===== src/rtl/mac_st_drain.sv =====
// mac_st_drain: frames MAC operands into vectors, pulses accu_rst on each first fire, and pushes mac_z into a result FIFO PIPE_LAT cycles after the last fire.
// Stalls op_ready only at vector starts when FIFO occupancy plus in-flight captures reach FIFO_DEPTH; `MAC_DRAIN_TAG_EN adds res_tag.
module mac_st_drain #(
  parameter int ZW         = 20,
  parameter int LEN_W      = 8,
  parameter int PIPE_LAT   = 3,
  parameter int FIFO_DEPTH = 4
) (
  input  logic             clk,
  input  logic             rst,
  input  logic [LEN_W-1:0] len_cfg,
  input  logic             op_valid,
  output logic             op_ready,
  output logic             mac_en,
  output logic             accu_rst,
  input  logic [ZW-1:0]    mac_z,
  output logic             res_valid,
  output logic [ZW-1:0]    res_data,
  input  logic             res_ready
`ifdef MAC_DRAIN_TAG_EN
  ,
  output logic [7:0]       res_tag
`endif
);

  localparam int AW = $clog2(FIFO_DEPTH);
  localparam int CW = $clog2(FIFO_DEPTH + PIPE_LAT + 1) + 1;
  localparam logic [CW-1:0] DEPTH_C = CW'(FIFO_DEPTH);

  typedef enum logic {S_IDLE, S_ACCUM} state_t;

  state_t             r_state;
  state_t             w_nxt_state;
  logic [LEN_W-1:0]   r_elem_cnt;
  logic [LEN_W-1:0]   r_len_q;
  logic [LEN_W-1:0]   w_len_eff;
  logic [LEN_W-1:0]   w_elem_inc;
  logic               w_op_ready;
  logic               w_fire;
  logic               w_accu_rst;
  logic               w_cap;

  logic [PIPE_LAT-1:0] r_pipe;
  logic                w_push;
  logic                w_pop;
  logic [CW-1:0]       w_inflight;
  logic [CW-1:0]       w_reserved;

  logic [ZW-1:0]       r_mem [FIFO_DEPTH];
  logic [AW-1:0]       r_wr_ptr;
  logic [AW-1:0]       r_rd_ptr;
  logic [CW-1:0]       r_count;

  assign w_len_eff  = (len_cfg == '0) ? LEN_W'(1) : len_cfg;
  assign w_elem_inc = r_elem_cnt + LEN_W'(1);

  always_ff @(posedge clk) begin
    if (rst) r_state <= S_IDLE;
    else     r_state <= w_nxt_state;
  end

  always_comb begin
    w_nxt_state = r_state;
    w_op_ready  = 1'b0;
    w_fire      = 1'b0;
    w_accu_rst  = 1'b0;
    w_cap       = 1'b0;
    if (!rst) begin
      case (r_state)
        S_IDLE: begin
          w_op_ready = (w_reserved < DEPTH_C);
          w_fire     = op_valid & w_op_ready;
          if (w_fire) begin
            w_accu_rst = 1'b1;
            if (w_len_eff == LEN_W'(1)) w_cap = 1'b1;
            else                        w_nxt_state = S_ACCUM;
          end
        end
        S_ACCUM: begin
          // The vector start already reserved a FIFO slot, so never stall mid-vector.
          w_op_ready = 1'b1;
          w_fire     = op_valid;
          if (w_fire && (w_elem_inc == r_len_q)) begin
            w_cap       = 1'b1;
            w_nxt_state = S_IDLE;
          end
        end
        default: w_nxt_state = S_IDLE;
      endcase
    end
  end

  assign op_ready = w_op_ready;
  assign mac_en   = w_fire;
  assign accu_rst = w_accu_rst;

  always_ff @(posedge clk) begin
    if (rst) begin
      r_elem_cnt <= '0;
      r_len_q    <= '0;
    end else if (w_fire) begin
      if (r_state == S_IDLE) begin
        r_len_q    <= w_len_eff;
        r_elem_cnt <= w_cap ? '0 : LEN_W'(1);
      end else begin
        r_elem_cnt <= w_cap ? '0 : w_elem_inc;
      end
    end
  end

  always_ff @(posedge clk) begin
    if (rst) begin
      r_pipe <= '0;
    end else begin
      r_pipe[0] <= w_cap;
      for (int i = 1; i < PIPE_LAT; i++) r_pipe[i] <= r_pipe[i-1];
    end
  end

  always_comb begin
    w_inflight = '0;
    for (int i = 0; i < PIPE_LAT; i++) w_inflight = w_inflight + CW'(r_pipe[i]);
  end

  assign w_reserved = r_count + w_inflight;
  assign w_push     = r_pipe[PIPE_LAT-1];
  assign w_pop      = (r_count != '0) & res_ready;

  always_ff @(posedge clk) begin
    if (!rst && w_push) r_mem[r_wr_ptr] <= mac_z;
  end

  always_ff @(posedge clk) begin
    if (rst) begin
      r_wr_ptr <= '0;
      r_rd_ptr <= '0;
      r_count  <= '0;
    end else begin
      if (w_push) r_wr_ptr <= r_wr_ptr + AW'(1);
      if (w_pop)  r_rd_ptr <= r_rd_ptr + AW'(1);
      case ({w_push, w_pop})
        2'b10:   r_count <= r_count + CW'(1);
        2'b01:   r_count <= r_count - CW'(1);
        default: r_count <= r_count;
      endcase
    end
  end

  assign res_valid = (r_count != '0);
  assign res_data  = res_valid ? r_mem[r_rd_ptr] : '0;

`ifdef MAC_DRAIN_TAG_EN
  logic [7:0] r_tag_cnt;
  logic [7:0] r_tag_pipe [PIPE_LAT];
  logic [7:0] r_tag_mem  [FIFO_DEPTH];

  // The tag travels beside its capture bit so it lands with the matching z.
  always_ff @(posedge clk) begin
    if (rst) begin
      r_tag_cnt <= '0;
      for (int i = 0; i < PIPE_LAT; i++) r_tag_pipe[i] <= '0;
    end else begin
      if (w_cap) r_tag_cnt <= r_tag_cnt + 8'd1;
      r_tag_pipe[0] <= r_tag_cnt;
      for (int i = 1; i < PIPE_LAT; i++) r_tag_pipe[i] <= r_tag_pipe[i-1];
    end
  end

  always_ff @(posedge clk) begin
    if (!rst && w_push) r_tag_mem[r_wr_ptr] <= r_tag_pipe[PIPE_LAT-1];
  end

  assign res_tag = res_valid ? r_tag_mem[r_rd_ptr] : '0;
`endif

endmodule

===== config.mk =====
export PLATFORM = sky130hd
export DESIGN_NAME = mac_st_drain
export DESIGN_NICKNAME = d
export VERILOG_FILES = /design/src/rtl/mac_st_drain.sv
export SDC_FILE = /design/constraint.sdc
export NUM_CORES = 1
export LEC_CHECK = 0
export ABC_AREA = 1
export BUFFER_PORTS_ARGS = -buffer_cell sky130_fd_sc_hd__buf_2
export CORE_ASPECT_RATIO = 0.5
export CORE_UTILIZATION = 51
export DETAILED_ROUTE_END_ITERATION = 16
export PLACE_DENSITY = 0.71
export SETUP_SLACK_MARGIN = 0.3
export SLEW_MARGIN = 10
export SYNTH_ARGS = -nofsm -noshare
export SYNTH_HDL_FRONTEND = slang
export SYNTH_SLANG_ARGS = --single-unit

===== constraint.sdc =====
create_clock -name clk -period 5.4 [get_ports clk]
set_clock_uncertainty 0.1 [all_clocks]
set_input_delay 1.35 -clock clk [delete_from_list [all_inputs] [get_ports clk]]
set_output_delay 1.35 -clock clk [all_outputs]
set_load 0.03 [all_outputs]

==> results.toml <==
[timing]
setup_viol = 0
fmax_ghz = 0.244
drv_slew = 0
min_period_over_period = 0.760
fin_tns_setup_ns = 0
hold_viol = 0
worst_pin_slew_ns = 1.13
post-route-min-period_ns = 4.10
timing.hold.ws_ns = 0.357
setup_slack_ns = 1.30
max-slew-margin-rel = 0.247
grt_setup_unrepaired = "false"

[clock_tree]
cts_root_buf = "clkbuf_16"
cts_max_level = 3
cts_buffers = 9
clock-sinks = 110
postCtsHoldBufs = 0
cts_tree = "yes"
postCtsSetupRepairBufs = 0
cts_resized = 0
clk_pin_slew_worst_paths_ns = 0.07
clockBufferDepth = 2
insertion_delay_ns = 0.34

[placement]
place_ws_ns = 1.30
dp_hpwl_um = 5260
io_buffer_count = 55
place_congestion = 0.805
placed_cell_area_um2 = 5170
placedCellCount = 643

[die]
fp.dieH_um = 70.6
die_w_um = 139
rows = 24
coreArea_um2 = 8920
start_util = 0.538
io_pins = 56
die-area_um2 = 9820

[critical_path]
worst-path-buf-inv = 5
startpoint_type = "primary input"
criticalPathCategory = "in2out"
crit_path_end = "mac_en"
cp_cell_sequence = "buf_2 > inv_1 > o21ai_0 > inv_1 > nand2_1 > inv_1 > buf_2"
cp_slowest_cell = "buf_2"
timing.critical_path.mode_cell = "inv_1"
critPathTopFamily = "buffers and inverters"
crit_start = "rst"
cp_max_fo = 20
reg2reg_slack_ns = 3.09
cp-end-kind = "output pin"
rr_startpoint = "r_count[0]$_SDFFE_PP0P_"
rr_endpoint = "r_elem_cnt[0]$_SDFFE_PP0P_"
slowest_delay_ns = 0.34
crit_required_ns = 3.95
arrival_ns = 2.65
reg2reg_depth = 14
cp_num_cells = 7

[synthesis]
synth_area_leader_cell = "edfxtp_1"
netlist_area_um2 = 4800
ys_warn_count = 0
yosysTopAreaCellShare = 0.501
seq_area_frac_synth = 0.626
netlist_top_cells_area = "edfxtp_1 (50%), dfxtp_1 (13%), nor2_1 (8.8%)"
synth_cell_type_count = 32
netlist_instances = 487
syn_nets = 530
synth-seq-cells = 110
avgSynthCellArea_um2 = 9.85

[run]
maxCapViolCount = 0

[status]
violations = "design-rule violations"
status = "finished with violations"

[global_route]
grt-ovfl-total = 0
antenna_found_initial = 0
grt_pass1_wl_um = 14000
track_usage = 0.186
grt_max_degree = 42
first_global_vias = 3098

[power]
ir_drop_mv = 0.213
internal-power_mw = 1.54
p_total_mw = 2.55
p_seq_frac = 0.389
power.density_nw_per_um2 = 467
power.switching_mw = 1.01
clkPwrFrac = 0.238
swShare = 0.396
p_comb_frac = 0.373
p_leak_nw = 2.07

[cells_and_area]
post-route-util = 0.612
antenna_cells = 0
synthToLayoutAreaGrowth_pct = 13.7
drive_gt1_frac = 0.172
finalNetCount = 580
design_area_um2 = 5460
fin_cells = 659

[drt]
avgRoutedWirePerCell_um = 12.9
vias = 3367
drt_pre_antenna_iters = 13
initialDrtViolationCount = 125
viasPerCell = 5.11
drc_errors = 4
ant_nets = 0
drt-total-wl_um = 8510

[hold_path]
hold_class = "reg2reg"
-- layout by cell type, fill, tap and decap left out, drive strengths merged --
cell,n
o21a,1
a21oi,41
a211oi,5
clkbuf,9
buf,59
inv,47
clkinv,3
nand2,58
nand3,15
dfxtp,30
nand4,3
fa,2
and2,1
xnor2,2
xor2,2
o21bai,1
nor2,116
nand3b,2
ha,9
o221a,1
clkinvlp,1
o21ai,53
edfxtp,80
nor3,1
-- worst min-delay path by stage --
| stage | startpoint | to | slack [ns] | cells past startpoint |
|---|---|---|---|---|
| global route | r_pipe[1]$_SDFF_PP0_ | r_pipe[2]$_SDFF_PP0_ | 0.38 | 2 |
| detailed placement | r_count[0]$_SDFFE_PP0P_ | r_count[0]$_SDFFE_PP0P_ | 0.35 | 1 |
| CTS | r_count[0]$_SDFFE_PP0P_ | r_count[0]$_SDFFE_PP0P_ | 0.36 | 1 |
| finish | r_pipe[1]$_SDFF_PP0_ | r_pipe[2]$_SDFF_PP0_ | 0.36 | 2 |
| floorplan | r_count[0]$_SDFFE_PP0P_ | r_count[0]$_SDFFE_PP0P_ | 0.32 | 1 |
| global placement | r_count[0]$_SDFFE_PP0P_ | r_count[0]$_SDFFE_PP0P_ | 0.33 | 1 |
-- cells by family after synthesis --
logic type      Yosys count  synth area share
simple gates            196             0.170
fa+ha+maj                11            0.0318
flops                   110             0.626
compound gates          102             0.113
xor+xnor                  4           0.00730
buf+inv                  64            0.0519
-- worst min-delay path, cell delays in order, from the launching register on --
cell and delay [ns]:
dfxtp_1 0.30, inv_1 0.08, nor2_1 0.04
-- power by group through the flow --
stage	Combinational, mW	Sequential [mW]	Clock [mW]
after floorplan	0.716	1.00	0
after global placement	0.946	1.01	0
after detailed placement	0.955	1.01	0
after CTS	0.959	0.990	0.621
after global routing	1.06	0.996	0.649
final	0.949	0.990	0.606
-- sequential cells by signal, indices dropped and copies added (netlist names), named ones only --
| name | cells |
|---|---|
| r_count | 4 |
| r_elem_cnt | 8 |
| r_len_q | 8 |
| r_mem | 80 |
| r_pipe | 3 |
| r_rd_ptr | 2 |
| r_state | 1 |
| r_wr_ptr | 2 |
-- per-layer routing --
metal,track usage,share of wire
met1,0.222,0.44
met2,0.336,0.50
met3,0.0481,0.051
met4,0.0605,0.0096
met5,0,0
-- synthesized netlist by cell type --
cell      instances
a211oi_1          5
a21oi_1          39
a21oi_2           2
and2_1            1
buf_1             3
buf_2             1
buf_4             2
clkbuf_1         14
dfxtp_1          30
edfxtp_1         80
fa_1              2
ha_1              9
inv_1            41
inv_2             3
nand2_1          53
nand2_2           4
nand2_4           1
nand3_1          14
nand3_2           1
nand3b_1          2
nand4_1           3
nor2_1          112
nor2_2            2
nor2_4            2
nor3_1            1
o21a_1            1
o21ai_0          52
o21ai_1           1
o21bai_1          1
o221a_2           1
xnor2_1           2
xor2_1            2
-- cell type report --
| type | count | area (um2) |
|---|---|---|
| multi-input cells | 313 | 1560 |
| flip-flops and latches | 110 | 3000 |
| clock buffers | 9 | 225 |
| well taps | 117 | 146 |
| fillers | 747 | 3460 |
| repair buffers | 59 | 305 |
| inverters | 44 | 165 |
| clock inverters | 7 | 55.1 |
Note: power is estimated with default switching activity, not from simulation.
